$ cat config.mk
export PLATFORM = sky130hd
export DESIGN_NAME = ring_exchange_unit
export DESIGN_NICKNAME = d
export VERILOG_FILES = /design/src/rtl/ring_exchange_unit.sv
export SDC_FILE = /design/constraint.sdc
export NUM_CORES = 1
export LEC_CHECK = 0
export CAP_MARGIN = 5
export CORE_ASPECT_RATIO = 1.25
export CORE_MARGIN = 2
export CORE_UTILIZATION = 61
export DETAILED_ROUTE_END_ITERATION = 12
export PLACE_DENSITY = 0.84
export RECOVER_POWER = 50
export SLEW_MARGIN = 20
export SYNTH_ARGS = -nofsm -noshare
export SYNTH_HDL_FRONTEND = slang
export SYNTH_SLANG_ARGS = --single-unit
$ cat constraint.sdc
create_clock -name clk -period 3.92 [get_ports clk]
set_clock_uncertainty 0.05 [all_clocks]
set_input_delay 0.98 -clock clk [delete_from_list [all_inputs] [get_ports clk]]
set_output_delay 0.98 -clock clk [all_outputs]
set_load 0.05 [all_outputs]
$ cat src/rtl/ring_exchange_unit.sv
`default_nettype none
// ============================================================================
// ring_exchange_unit: fill a bank of slots, permute them N steps, then drain.
// Revision: 1.0
// ============================================================================
module ring_exchange_unit #(
  parameter int WIDTH = 8,
  parameter int DEPTH = 4,
  parameter int CNT_W = 8
) (
  input  logic             clk,
  input  logic             rst,
  input  logic             in_valid,
  input  logic [WIDTH-1:0] in_data,
  output logic             in_ready,
  input  logic             start,
  input  logic [1:0]       mode,
  input  logic [CNT_W-1:0] count,
  output logic             busy,
  output logic             done,
  output logic             out_valid,
  output logic [WIDTH-1:0] out_data,
  input  logic             out_ready
);

  localparam int IDX_W = (DEPTH > 1) ? $clog2(DEPTH) : 1;
  localparam logic [IDX_W-1:0] LAST_IDX = IDX_W'(DEPTH - 1);

  typedef enum logic [1:0] {
    S_FILL     = 2'd0,
    S_ARMED    = 2'd1,
    S_EXCHANGE = 2'd2,
    S_DRAIN    = 2'd3
  } state_t;

  state_t           state_q, state_d;
  logic [WIDTH-1:0] slot_q [DEPTH];
  logic [WIDTH-1:0] slot_d [DEPTH];
  logic [WIDTH-1:0] rot_l  [DEPTH];
  logic [WIDTH-1:0] rot_r  [DEPTH];
  logic [WIDTH-1:0] swp    [DEPTH];
  logic [IDX_W-1:0] wr_idx_q, wr_idx_d;
  logic [IDX_W-1:0] rd_idx_q, rd_idx_d;
  logic [CNT_W-1:0] cnt_q, cnt_d;
  logic [1:0]       mode_q, mode_d;
  logic             busy_q, busy_d;
  logic             done_q, done_d;
  logic             out_valid_q, out_valid_d;
  logic [WIDTH-1:0] out_data_q, out_data_d;

  // All three permutations read only pre-edge slot values.
  for (genvar gi = 0; gi < DEPTH; gi++) begin : g_perm
    assign rot_l[gi] = slot_q[(gi + 1) % DEPTH];
    assign rot_r[gi] = slot_q[(gi + DEPTH - 1) % DEPTH];
    if (gi % 2 == 1) begin : g_odd
      assign swp[gi] = slot_q[gi - 1];
    end else if (gi + 1 < DEPTH) begin : g_even
      assign swp[gi] = slot_q[gi + 1];
    end else begin : g_last
      assign swp[gi] = slot_q[gi];
    end
  end

  always_comb begin
    state_d  = state_q;
    slot_d   = slot_q;
    wr_idx_d = wr_idx_q;
    rd_idx_d = rd_idx_q;
    cnt_d    = cnt_q;
    mode_d   = mode_q;
    case (state_q)
      S_FILL: begin
        if (in_valid) begin
          slot_d[wr_idx_q] = in_data;
          if (wr_idx_q == LAST_IDX) begin
            wr_idx_d = '0;
            state_d  = S_ARMED;
          end else begin
            wr_idx_d = wr_idx_q + IDX_W'(1);
          end
        end
      end
      S_ARMED: begin
        if (start) begin
          mode_d  = mode;
          cnt_d   = count;
          state_d = (count == '0) ? S_DRAIN : S_EXCHANGE;
        end
      end
      S_EXCHANGE: begin
        case (mode_q)
          2'b00:   slot_d = rot_l;
          2'b01:   slot_d = rot_r;
          2'b10:   slot_d = swp;
          default: slot_d = slot_q;
        endcase
        cnt_d = cnt_q - CNT_W'(1);
        if (cnt_q == CNT_W'(1)) state_d = S_DRAIN;
      end
      S_DRAIN: begin
        if (out_ready) begin
          if (rd_idx_q == LAST_IDX) begin
            rd_idx_d = '0;
            wr_idx_d = '0;
            state_d  = S_FILL;
          end else begin
            rd_idx_d = rd_idx_q + IDX_W'(1);
          end
        end
      end
      default: state_d = S_FILL;
    endcase

    // Outputs are computed from next-state values so they register cleanly.
    busy_d      = (state_d == S_EXCHANGE);
    out_valid_d = (state_d == S_DRAIN);
    done_d      = (state_d == S_DRAIN) && (state_q != S_DRAIN);
    out_data_d  = (state_d == S_DRAIN) ? slot_d[rd_idx_d] : '0;
  end

  always_ff @(posedge clk or posedge rst) begin
    if (rst) begin
      state_q     <= S_FILL;
      for (int i = 0; i < DEPTH; i++) slot_q[i] <= '0;
      wr_idx_q    <= '0;
      rd_idx_q    <= '0;
      cnt_q       <= '0;
      mode_q      <= '0;
      busy_q      <= 1'b0;
      done_q      <= 1'b0;
      out_valid_q <= 1'b0;
      out_data_q  <= '0;
    end else begin
      state_q     <= state_d;
      slot_q      <= slot_d;
      wr_idx_q    <= wr_idx_d;
      rd_idx_q    <= rd_idx_d;
      cnt_q       <= cnt_d;
      mode_q      <= mode_d;
      busy_q      <= busy_d;
      done_q      <= done_d;
      out_valid_q <= out_valid_d;
      out_data_q  <= out_data_d;
    end
  end

  assign in_ready  = (state_q == S_FILL) && !rst;
  assign busy      = busy_q;
  assign done      = done_q;
  assign out_valid = out_valid_q;
  assign out_data  = out_data_q;

endmodule
`default_nettype wire

# After elaboration in Yosys (flattened, before gate mapping)
# Cells that the tools add are included.
# Widths: inputs -> output; s select.
[word_totals]
ff_bits = 59
elab_cells = 76
output_inout_bits = 12
inputBits = 23
[classes]
n_reduce_logical = 12
magnitude_cmp = 3
eq_ne = 15
muxes = 28
addsub = 3
bitwise = 2
[ops]
columns = ["op", "n"]
rows = [
  ["$pmux 32 s3", 1],
  ["$pmux 32 s2", 1],
  ["$mux 8", 5],
  ["$bwmux 32", 1],
  ["$mux 32", 1],
  ["$mux 2", 13],
  ["$bmux 8 s2", 1],
  ["$demux 8 s2", 1],
  ["$pmux 8 s2", 1],
  ["$eq 2x2->1 const B", 7],
  ["$ne 2x2->1 const B", 5],
  ["$eq 8x1->1 const B", 1],
  ["$logic_not 8->1", 1],
  ["$pmux 2 s4", 1],
  ["$sub 8x1->8 const B", 1],
  ["$ge 3x3->1 const B", 2],
  ["$not 2->3", 2],
  ["$add 2x1->2 const B", 2],
  ["$eq 2x1->1 const B", 2],
  ["$logic_not 2->1", 2],
  ["$pmux 2 s2", 1],
  ["$reduce_and 2->1", 2],
  ["$reduce_and 4->1", 1],
  ["$reduce_bool 2->1", 2],
  ["other kinds (4)", 6],
]

# Depth between registers and ports, before layout
[depth]
word_depth = 12
depth_mapped = 8

# Least setup slack after synthesis
# Ideal clock, no wire load.
[synth_path]
path_kind = "register to output"
start = "register state_q[1]"
end = "output port in_ready"
path_stages_with_launch = 6
t_required_ns = 2.890
path_slack_ns = 0.757
t_arrival_ns = 2.133
n_path_buf = 4
cell_sequence = "dfrtp_1 buf_6 buf_2 buf_2 clkbuf_1 nor3_1"
[synth_between]
elab_chain_len = 2
[synth_rtl]
columns = ["element", "line", "source"]
rows = [
  ["start: declaration", "36", "state_t state_q, state_d;"],
  ["start signal: assignment", "134", "state_q <= state_d;"],
  ["$logic_not 2->1", "147", "assign in_ready = (state_q == S_FILL) && !rst;"],
  ["$logic_and 1x1->1", "147", ""],
  ["end: declaration", "15", "output logic in_ready,"],
]
# No other way between the ends.

# Worst setup path after layout
[layout_path]
start = "input port rst"
end = "output port in_ready"
[layout_between]
elab_chain_len = 2
[layout_rtl]
columns = ["element", "line", "source"]
rows = [
  ["start: declaration", "12", "input logic rst,"],
  ["$logic_not 1->1", "147", ""],
  ["$logic_and 1x1->1", "147", ""],
]
# No other way between the ends.

==> flow_metrics.env <==
export IMPL_synth_cell_types=68
export IMPL_postSynthAreaPerCell_um2=9.40
export IMPL_die_h_um=95.1
export IMPL_route_detailed_drc=0
export IMPL_synth_edf_count=0
export IMPL_synth_yosys_seq_area_share_pct=36.5
export IMPL_nNetsFinal=481
export IMPL_grt_pass1_wl_um=18700
export IMPL_power_density_nw_per_um2=1030
export IMPL_crit_chain="dlygate4sd3_1 > nor3_1 > clkdlybuf4s50_1"
export IMPL_drtIter0Drc=391
export IMPL_crit_fanout=2
export IMPL_cts_tree="built"
export IMPL_clkTransAtPathRegs_ns=0.07
export IMPL_clock_sinks=59
export IMPL_rows=33
export IMPL_worst_pin_slew_ns=1.48
export IMPL_cpLargestDelayFamily="buffers and inverters"
export IMPL_first_pass_iters=7
export IMPL_synth_seq_cells=59
export IMPL_pre_cts_ws_ns=0.484
export IMPL_status="complete, no violations"
export IMPL_p_leak_nw=1.87
export IMPL_synth_fa_ha_area_share_pct=2.16
export IMPL_syn_nets=461
export IMPL_yosysWarnings=0
export IMPL_crit_required_ns=2.89
export IMPL_yosysMostFrequentCell="dfrtp_1"
export IMPL_port_buffers=34
export IMPL_finalCritPeriodShare_pct=90.5
export IMPL_grt_pass1_vias=3721
export IMPL_setup_worst_path_end_class="primary output"
export IMPL_hold_buffers=0
export IMPL_syn_area_um2=4050
export IMPL_cts_buffer_depth=2
export IMPL_synth_commonest_cells="dfrtp_1 (59), nor2_1 (38), nand2_1 (33)"
export IMPL_critPathMaxStageDelay_ns=0.83
export IMPL_antenna_found_initial=0
export IMPL_grt_ovfl_total=0
export IMPL_cts_setup_buffers=0
export IMPL_numCtsBuffers=9
export IMPL_drtAntennaViolNets=0
export IMPL_die_w_um=76.9
export IMPL_track_usage_pct=33.4
export IMPL_core_area_um2=6480
export IMPL_grt_max_degree=61
export IMPL_viasPerCell=6.96
export IMPL_antenna_diode_count=0
export IMPL_wl_per_cell_um=21.5
export IMPL_total_power_mw=4.71
export IMPL_post_place_cells=527
export IMPL_synthArstFlopShare_pct=100
export IMPL_hold_path_class="reg2reg"
export IMPL_htreeDepth=3
export IMPL_rsz0062_at_grt="no"
export IMPL_layout_setup_ws_ns=0.372
export IMPL_area_delta_synth_final_pct=13.4
export IMPL_num_io_pins=35
export IMPL_period_minus_slack_ns=3.55
export IMPL_clkLatencyLatePin_ns=0.35
export IMPL_synthXorXnorAreaFrac_pct=0.216
export IMPL_clock_root_buffer="clkbuf_8"
export IMPL_hold_viol=0
export IMPL_synthTopCellsByArea="dfrtp_1 (36%), mux2i_1 (6.7%), nor2_1 (3.5%), a21oi_1 (3.2%), nand2_1 (3.1%)"
export IMPL_yosysTopAreaCell="dfrtp_1"
export IMPL_die_area_um2=7310
export IMPL_peakVddDrop_mv=0.534
export IMPL_vias=3781
export IMPL_yosysTopAreaCellShare_pct=36.5
export IMPL_initial_core_util_pct=62.5
export IMPL_synthSimpleGateAreaFrac_pct=16.2
export IMPL_synth_top_family_by_area="compound AO/OA/AOI/OAI gates"
export IMPL_ys_flop_type="dfrtp_1"
export IMPL_final_max_slew_viol_count=0
export IMPL_synth_mux_area_share_pct=11.3
export IMPL_syn_inst=431
export IMPL_worst_setup_path_start_kind="input port"
export IMPL_layoutNonFillerInstCount=543
export IMPL_worstPathArrival_ns=2.52
export IMPL_gp_congestion=0.892
export IMPL_slew_headroom_pct=1.33
export IMPL_setup_viol=0
export IMPL_cap_violations=0
export IMPL_rrSetupSlack_ns=1.22
export IMPL_cpMaxStageDelayCell="clkdlybuf4s50_1"
export IMPL_hpwl_um=7620
export IMPL_fin_util_pct=70.9
export IMPL_crit_buf_inv=2
export IMPL_fmax_ghz=0.282
export IMPL_cts_resized=0
export IMPL_fin_setup_tns_ns=0
export IMPL_synth_compound_area_share_pct=27.5
export IMPL_path_class="in2out"
export IMPL_drive_above_1_share_pct=12.1
export IMPL_wirelength_um=11700
==> registers in the layout (all words and copies together) (netlist names) <==
name	flops
mode_q	2
out_valid	1
out_data	8
cnt_q	8
rd_idx_q	2
busy	1
state_q	2
done	1
rot_l	32
wr_idx_q	2
==> path summary, 6_finish.rpt <==
kind | depth (start not counted) | endpoint | startpoint
worst min-delay path | 1 | cnt_q[7] | cnt_q[7]
worst max-delay path | 3 | in_ready | rst
worst max register to register | 6 | out_data[2] | state_q[1]
max in group asynchronous | 3 | mode_q[0] | rst
worst min register to register | 1 | cnt_q[7] | cnt_q[7]
min in group asynchronous | 3 | out_data[1] | rst
==> worst reg2reg max path: cells and delay by family, from the launching register on <==
family	cells	cell delay, ns
AND/OR/NAND/NOR	2	0.64
flip-flops	1	0.41
multiplexers	1	0.60
AO/OA/AOI/OAI	1	0.25
buffers and inverters	2	0.70
==> cells by family (layout without fill, tap and decap cells) <==
group,after synthesis,in the layout
buf+inv,44,69
xor+xnor,1,1
compound gates,152,152
fa+ha+maj,7,7
simple gates,127,127
mux,41,41
flops,59,59
==> cells in the final DEF, fill, tap and decap left out, types with 7 or more instances in the layout <==
cell type        instances
a22oi_1                 14
clkdlybuf4s50_1         32
dfrtp_1                 58
a211oi_1                12
o211ai_1                12
a221o_1                 10
mux2_2                  10
nor2_1                  38
o21ai_0                 20
inv_1                   10
clkbuf_8                12
nand2_1                 33
mux2i_1                 28
a21oi_1                 26
o22ai_1                 16
ha_1                     7
==> final cells by class <==
type                       count  area (um2)
multi-input combinational    328        2310
fill                         506        1890
sequential                    59        1480
timing repair buffer          41         390
clock buffer                  12         165
tap                           87         109
clock inverter                 4        95.1
inverter                      12        45.0
==> power breakdown <==
group	switching [mW]	internal, mW
Sequential	0.437	0.909
Clock	0.251	0.473
Combinational	1.51	1.13
==> per-layer routing <==
metal / GRT usage, % / share of wire, % / vias up
met5: 0 / 0 / -
met4: 21.5 / 4.4 / 0
met3: 6.06 / 7.9 / 51
met2: 58.2 / 50 / 233
met1: 37.8 / 38 / 1812
li1: - / - / 1685
==> metrics by stage <==
stage / cell area [um2] / hold slack [ns]
3_5_place_dp: 4350 / 0.457
6_report: 4590 / 0.460
2_1_floorplan: 4050 / 0.418
5_1_grt: 4590 / 0.504
3_3_place_gp: 4350 / 0.445
4_1_cts: 4610 / 0.466
Power figures use the tool's default switching activity.
